$ cat src/rtl/mem_access_unit.sv
// mem_access_unit
// ---------------------------------------------------------------------------
// Purpose: executes one byte, halfword or word load/store at a time against an
// external word-organised memory. Sub-word stores use read-modify-write.
// Misaligned, illegal-size and out-of-range requests are answered with an error
// and never touch the memory.
//
// Ports:
//   clk, rst_n        clock (rising edge) and asynchronous active-low reset
//   req_valid/ready   request handshake; ready is high only while idle
//   req_we            1 = store, 0 = load
//   req_size          00 byte, 01 halfword, 10 word, 11 illegal
//   req_unsigned      zero-extend sub-word loads (0 = sign-extend)
//   req_addr          byte address
//   req_wdata         store data, right-aligned
//   resp_valid        one-cycle completion pulse
//   resp_rdata        extended load data (0 for stores and errors)
//   resp_err          request rejected without a memory access
//   mem_wr            memory write strobe
//   mem_address       word index (req_addr >> 2)
//   mem_data_in       full word to write
//   mem_data_out      memory read word, refreshed on falling clk while mem_wr=0
// ---------------------------------------------------------------------------
module mem_access_unit #(
  parameter int MEM_WORDS = 100,
  parameter int DATA_W    = 32
) (
  input  logic              clk,
  input  logic              rst_n,
  input  logic              req_valid,
  output logic              req_ready,
  input  logic              req_we,
  input  logic [1:0]        req_size,
  input  logic              req_unsigned,
  input  logic [DATA_W-1:0] req_addr,
  input  logic [DATA_W-1:0] req_wdata,
  output logic              resp_valid,
  output logic [DATA_W-1:0] resp_rdata,
  output logic              resp_err,
  output logic              mem_wr,
  output logic [DATA_W-1:0] mem_address,
  output logic [DATA_W-1:0] mem_data_in,
  input  logic [DATA_W-1:0] mem_data_out
);

  localparam int LANES = DATA_W / 8;
  localparam logic [1:0] SZ_BYTE = 2'b00;
  localparam logic [1:0] SZ_HALF = 2'b01;
  localparam logic [1:0] SZ_WORD = 2'b10;
  localparam logic [DATA_W-1:0] MEM_WORDS_W = DATA_W'(MEM_WORDS);

  typedef enum logic [1:0] {IDLE, RD, WR, RESP} state_t;

  state_t            state_reg;
  logic              we_reg;
  logic [1:0]        size_reg;
  logic              unsigned_reg;
  logic [1:0]        off_reg;
  logic [DATA_W-1:0] wdata_reg;

  logic              req_ready_reg;
  logic              resp_valid_reg;
  logic              resp_err_reg;
  logic [DATA_W-1:0] resp_rdata_reg;
  logic              mem_wr_reg;
  logic [DATA_W-1:0] mem_address_reg;
  logic [DATA_W-1:0] mem_data_in_reg;

  assign req_ready   = req_ready_reg;
  assign resp_valid  = resp_valid_reg;
  assign resp_err    = resp_err_reg;
  assign resp_rdata  = resp_rdata_reg;
  assign mem_wr      = mem_wr_reg;
  assign mem_address = mem_address_reg;
  assign mem_data_in = mem_data_in_reg;

  // -------------------------------------------------------------------------
  // Acceptance-time decode
  // -------------------------------------------------------------------------
  logic              accept;
  logic [DATA_W-1:0] req_index;
  logic              req_err;

  assign accept    = req_valid && req_ready_reg;
  assign req_index = req_addr >> 2;

  always_comb begin
    req_err = 1'b0;
    case (req_size)
      SZ_BYTE: req_err = 1'b0;
      SZ_HALF: req_err = req_addr[0];
      SZ_WORD: req_err = (req_addr[1:0] != 2'b00);
      default: req_err = 1'b1;
    endcase
    if (req_index >= MEM_WORDS_W) begin
      req_err = 1'b1;
    end
  end

  // -------------------------------------------------------------------------
  // Byte-lane views of the read word (little-endian)
  // -------------------------------------------------------------------------
  logic [7:0]        rd_lane [LANES];
  logic [LANES-1:0]  lane_en;
  logic [DATA_W-1:0] wr_repl;
  logic [DATA_W-1:0] merged;

  // Store data is right-aligned; replicating it across the word puts the
  // correct bytes on every candidate lane so only the lane enables differ.
  always_comb begin
    wr_repl = wdata_reg;
    case (size_reg)
      SZ_BYTE: wr_repl = {LANES{wdata_reg[7:0]}};
      SZ_HALF: wr_repl = {(LANES/2){wdata_reg[15:0]}};
      default: wr_repl = wdata_reg;
    endcase
  end

  genvar gi;
  generate
    for (gi = 0; gi < LANES; gi++) begin : g_lane
      assign rd_lane[gi] = mem_data_out[8*gi +: 8];
      assign lane_en[gi] = (size_reg == SZ_BYTE) ? (off_reg == 2'(gi)) :
                           (size_reg == SZ_HALF) ? (off_reg[1] == 1'(gi / 2)) :
                           1'b1;
      assign merged[8*gi +: 8] = lane_en[gi] ? wr_repl[8*gi +: 8]
                                             : mem_data_out[8*gi +: 8];
    end
  endgenerate

  // -------------------------------------------------------------------------
  // Load extraction: addressed lanes moved to bit 0, then extended
  // -------------------------------------------------------------------------
  logic [7:0]        sel_byte;
  logic [15:0]       sel_half;
  logic [DATA_W-1:0] load_data;

  assign sel_byte = rd_lane[off_reg];
  assign sel_half = {rd_lane[{off_reg[1], 1'b1}], rd_lane[{off_reg[1], 1'b0}]};

  always_comb begin
    load_data = mem_data_out;
    case (size_reg)
      SZ_BYTE: load_data = {{(DATA_W-8){sel_byte[7] & ~unsigned_reg}}, sel_byte};
      SZ_HALF: load_data = {{(DATA_W-16){sel_half[15] & ~unsigned_reg}}, sel_half};
      default: load_data = mem_data_out;
    endcase
  end

  // -------------------------------------------------------------------------
  // Control FSM with registered outputs
  // -------------------------------------------------------------------------
  always_ff @(posedge clk or negedge rst_n) begin
    if (!rst_n) begin
      state_reg       <= IDLE;
      we_reg          <= 1'b0;
      size_reg        <= 2'b00;
      unsigned_reg    <= 1'b0;
      off_reg         <= 2'b00;
      wdata_reg       <= '0;
      req_ready_reg   <= 1'b1;
      resp_valid_reg  <= 1'b0;
      resp_err_reg    <= 1'b0;
      resp_rdata_reg  <= '0;
      mem_wr_reg      <= 1'b0;
      mem_address_reg <= '0;
      mem_data_in_reg <= '0;
    end else begin
      case (state_reg)
        IDLE: begin
          if (accept) begin
            we_reg        <= req_we;
            size_reg      <= req_size;
            unsigned_reg  <= req_unsigned;
            off_reg       <= req_addr[1:0];
            wdata_reg     <= req_wdata;
            req_ready_reg <= 1'b0;
            if (req_err) begin
              // Rejected requests go straight to the response, memory untouched.
              state_reg      <= RESP;
              resp_valid_reg <= 1'b1;
              resp_err_reg   <= 1'b1;
              resp_rdata_reg <= '0;
            end else begin
              mem_address_reg <= req_index;
              if (req_we && (req_size == SZ_WORD)) begin
                // A full word needs no read of the old contents.
                state_reg       <= WR;
                mem_wr_reg      <= 1'b1;
                mem_data_in_reg <= req_wdata;
              end else begin
                state_reg <= RD;
              end
            end
          end
        end

        RD: begin
          // mem_data_out was refreshed on the falling edge inside this cycle.
          if (we_reg) begin
            state_reg       <= WR;
            mem_wr_reg      <= 1'b1;
            mem_data_in_reg <= merged;
          end else begin
            state_reg      <= RESP;
            resp_valid_reg <= 1'b1;
            resp_err_reg   <= 1'b0;
            resp_rdata_reg <= load_data;
          end
        end

        WR: begin
          state_reg      <= RESP;
          mem_wr_reg     <= 1'b0;
          resp_valid_reg <= 1'b1;
          resp_err_reg   <= 1'b0;
          resp_rdata_reg <= '0;
        end

        RESP: begin
          state_reg      <= IDLE;
          req_ready_reg  <= 1'b1;
          resp_valid_reg <= 1'b0;
          resp_err_reg   <= 1'b0;
          resp_rdata_reg <= '0;
        end

        default: begin
          state_reg      <= IDLE;
          req_ready_reg  <= 1'b1;
          resp_valid_reg <= 1'b0;
          resp_err_reg   <= 1'b0;
          mem_wr_reg     <= 1'b0;
        end
      endcase
    end
  end

endmodule

$ cat config.mk
export PLATFORM = sky130hd
export DESIGN_NAME = mem_access_unit
export DESIGN_NICKNAME = d
export VERILOG_FILES = /design/src/rtl/mem_access_unit.sv
export SDC_FILE = /design/constraint.sdc
export NUM_CORES = 1
export LEC_CHECK = 0
export CAP_MARGIN = 5
export CORE_ASPECT_RATIO = 1.75
export CORE_MARGIN = 2
export CORE_UTILIZATION = 49
export DETAILED_ROUTE_END_ITERATION = 10
export GPL_ROUTABILITY_DRIVEN = 0
export PLACE_DENSITY = 0.83
export SLEW_MARGIN = 20
export SYNTH_ARGS = -nofsm -noshare
export SYNTH_HDL_FRONTEND = slang
export SYNTH_SLANG_ARGS = --single-unit
$ cat constraint.sdc
create_clock -name clk -period 6.7 [get_ports clk]
set_clock_uncertainty 0.1 [all_clocks]
set_input_delay 1.005 -clock clk [delete_from_list [all_inputs] [get_ports clk]]
set_output_delay 1.005 -clock clk [all_outputs]
set_load 0.05 [all_outputs]
* Word-level counts from Yosys, hierarchy flattened
Index checks and enable logic that the tools add are counted.
Word-level totals: register bits after elaboration 138, bits of input ports 103, word-level logic and storage cells 107
Cells by class: multiplexer cells 50, bitwise logic cells 8, equal/unequal tests 15, reduce and logical (&&, ||, !) cells 17, $lt $le $gt $ge 4
Operator list (count):
- $mux 32 | 7
- $pmux 32 s2 | 3
- $pmux 32 s3 | 1
- $mux 8 | 10
- $bmux 8 s2 | 3
- $ge 30x7->1 const B | 1
- $mux 1 | 17
- $ne 2x2->1 const B | 6
- $eq 2x2->1 const B | 5
- $reduce_and 5->1 | 2
- $ge 3x3->1 const B | 3
- $not 2->3 | 3
- $pmux 1 s3 | 3
- $eq 2x1->1 const B | 4
- $logic_not 2->1 | 4
- $pmux 2 s4 | 1
- $mux 2 | 3
- $reduce_and 3->1 | 2
- $reduce_bool 2->1 | 3
- $pmux 1 s4 | 1
- $reduce_and 2->1 | 2
- $not 1->1 | 3
- $reduce_bool 3->1 | 1
- $and 1x1->1 | 2
- 3 further kinds | 4

* Depth between registers and ports, before layout
depth after elaboration 8, mapped depth 8

* Worst setup path after synthesis
OpenSTA, ideal clock, no wires.
path kind input -> register, start point in req_addr[14], end point reg mem_data_in_reg[10] (netlist: mem_data_in[10]), cell stages on the path 6, slack 4.052 ns, required time 6.475 ns, buffers on the path 1, data arrival time 2.423 ns, setup time 0.125 ns, cell sequence nor4_2 -> o2111ai_2 -> nor3_2 -> a32oi_2 -> buf_6 -> mux2_4
Between the ends: longest elaborated chain between the ends 4
RTL lines:
- from (decl) | RTL line 35 | input logic [DATA_W-1:0] req_addr,
- $ge 30x7->1 | RTL line 95 | if (req_index >= MEM_WORDS_W) begin
- $mux 1 | RTL line 95
- $ne 2x2->1 (no line)
- $reduce_and 5->1 (no line)
- to (signal assigned) | RTL line 190 | mem_data_in_reg <= req_wdata;
- to (signal assigned) | RTL line 203 | mem_data_in_reg <= merged;
- to (decl) | RTL line 67 | logic [DATA_W-1:0] mem_data_in_reg;
No other way between the ends. A chain may end at the register's enable or synchronous reset.

* Worst setup path after layout
start point in req_valid, end point reg mem_data_in_reg[16] (netlist: mem_data_in[16])
Between the ends: longest elaborated chain between the ends 3
RTL lines:
- from (decl) | RTL line 30 | input logic req_valid,
- $logic_and 1x1->1 | RTL line 84 | assign accept = req_valid && req_ready_reg;
- $ne 2x2->1 (no line)
- $reduce_and 5->1 (no line)
No other way between the ends.

==> results.toml <==
[placed_design]
dpl.hpwl_mm = 15.0
port_buffers = 200

[finish]
multi_input_area_mm2 = 0.00341
drive_gt1_share_pct = 26.2
area_delta_synth_final_pct = 38.9
layout_commonest_cell = "clkdlybuf4s50_1"
layout_common_cells = "199 x clkdlybuf4s50_1, 137 x dfrtp_1, 115 x mux2_2, 42 x mux2i_1, 34 x a21oi_1"
regArea_mm2 = 0.00345
antenna_cells = 0
num-fill-cells = 1014
nets = 876

[clock_tree]
cts.clk_slew.worst_paths_ps = 70
cts_tree = "yes"
ctsHtreeMaxLevel = 4
hold_buffers = 0
cts_sinks = 138
cts_resized = 0
cts_made_buffers = 17
clock_latency_ps = 430
postCtsSetupRepairBufs = 0
clockRootBuffer = "clkbuf_16"
cts_max_path_buffers = 2

[floorplanning]
core_mm2 = 0.0143
initial_core_util_pct = 49.8
die-area_mm2 = 0.0156
die_x_um = 95.2
num_rows = 58
ios = 203
die_h_um = 164

[status]
status = "finished clean"

[grt]
grtUsageTotal_pct = 26.7
antenna_found_initial = 0
grt_pass1_vias = 5881
grt_max_degree = 81
grt_pass1_wl_mm = 31.1
grt_overflow = 0

[worst_setup_path]
ff2ff_setup_slack_ps = 3300
required_ps = 6910
worstPathCellList = "clkdlybuf4s50_1 > and2_1 > nand2_2 > nor3_4 > a32oi_4 > buf_4 > mux2_4"
arrival_ps = 4010
slowest_delay_ps = 710
rr_startpoint = "state_reg[0]"
r2r_cells = 7
start_kind = "primary input"
crit_type = "primary input to flop"
r2r_end = "mem_data_in[16]"
cp-end-kind = "flop"
cpMaxStageDelayCell = "nor3_4"
critPathMaxFanout = 43

[logic_synthesis]
synth_top_area_share_pct = 48.1
synth_edf_count = 0
async_flop_share_pct = 100
netlist_top_cells_area = "dfrtp_1 48%, mux2_2 18%, mux2_4 6.3%, mux2i_1 5.9%, nor2b_1 2.9%"
synth-main-ff-cell = "dfrtp_1"
syn_area_mm2 = 0.00713
synth.avg_cell_area_um2 = 12.3
yosys.area.top_type = "dfrtp_1"
ys_seq_area_share_pct = 48.5
ys_warn_count = 0
synth_cells = 579
yosysUniqueCellTypes = 51
synth_seq_cells = 138

[drt]
wl_mm = 20.3
wl_per_cell_um = 21.1
drt_pre_antenna_iters = 6
viasPerCell = 5.72
antenna_left = 0
drc = 0
drt_iter0_markers = 362
vias = 5505

[power]
powerDensity_mw_per_mm2 = 520
peakVddDrop_mv = 0.246
power.leakage_uw = 0.00457

[timing]
tightest_slew_ps = 1020
rsz0062_at_grt = "no"
period_minus_slack_ps = 3810
fmax_ghz = 0.263
setup_tns_ps = 0
maxSlewViolCount = 0
setup_viol = 0
whs_ps = 392
hold_viol = 0
slew_headroom_pct = 31.8
period_share_pct = 56.8

[worst_hold_path]
hp-start = "wdata_reg[16]"
hp-class = "flop to flop"
holdPathStages = 2
hold_end = "wdata_reg[16]"

[run]
drv_cap = 0
==> stage by stage <==
stage	setup slack, ps	total power (uW)	std cells	utilization (%)	cell area, um2
global route	2720	5390	962	69.2	9900
global placement	2040	4090	927	64.6	9230
detailed placement	1900	4170	927	64.6	9230
finish	2890	5150	962	69.2	9900
floorplan	4050	3340	580	-	7130
CTS	2310	5130	959	68.8	9830
==> report_power, final <==
group          total [uW]  internal, uW  switching, uW
Sequential           1450          1160            294
Clock                 947           505            441
Combinational        2750          1210           1540
Total                5150          2870           2280
==> metal layers <==
metal,vias up,global-route usage [%],routed length [um]
li1,2439,-,-
met5,-,0,0
met4,0,16.5,1130
met1,2731,29.1,7100
met3,76,6.41,1380
met2,259,45.6,10700
==> synth_stat cells, types with 3 or more instances <==
master	n
dfrtp_1	137
inv_1	26
o21ai_0	18
nand2_1	15
nor3_1	4
mux2_4	30
buf_2	14
mux2_2	115
a21oi_1	34
a21boi_0	8
mux2i_1	42
buf_6	3
ha_1	4
clkbuf_1	15
a22oi_1	7
nor2b_1	33
nor2_1	20
a222oi_1	7
buf_4	3
nor4_1	3
==> worst max-delay path, delay by kind of cell <==
family | cells | cell delay, ps
AO/OA/AOI/OAI | 1 | 180
buffers and inverters | 2 | 810
AND/OR/NAND/NOR | 3 | 1600
multiplexers | 1 | 370
==> cell type report <==
cell class	count	area share [%]
Clock inverter	15	1.76
Tap cell	180	2.28
Timing Repair Buffer	208	21.3
Clock buffer	17	4.30
Multi-Input combinational cell	377	34.4
Inverter	27	1.02
Sequential cell	138	34.9
==> worst max-delay path by stage <==
stage                       from              end  slack [ps]  depth (start not counted)
floorplan           req_addr[14]  mem_data_in[10]        4050                          6
global placement       req_valid  mem_data_in[18]        2040                          7
detailed placement     req_valid   mem_data_in[9]        1900                          7
CTS                    req_valid   mem_data_in[8]        2310                          7
global route           req_valid   mem_data_in[8]        2720                          7
finish                 req_valid  mem_data_in[16]        2890                          7
==> cells by family after synthesis <==
kind of cell / share of synthesized area [%]
mux: 31.0
buf+inv: 4.16
fa+ha+maj: 0.702
compound gates: 8.59
other cells: 0.0526
flops: 48.5
simple gates: 6.99
No activity file was read; power rests on OpenSTA's default activity.
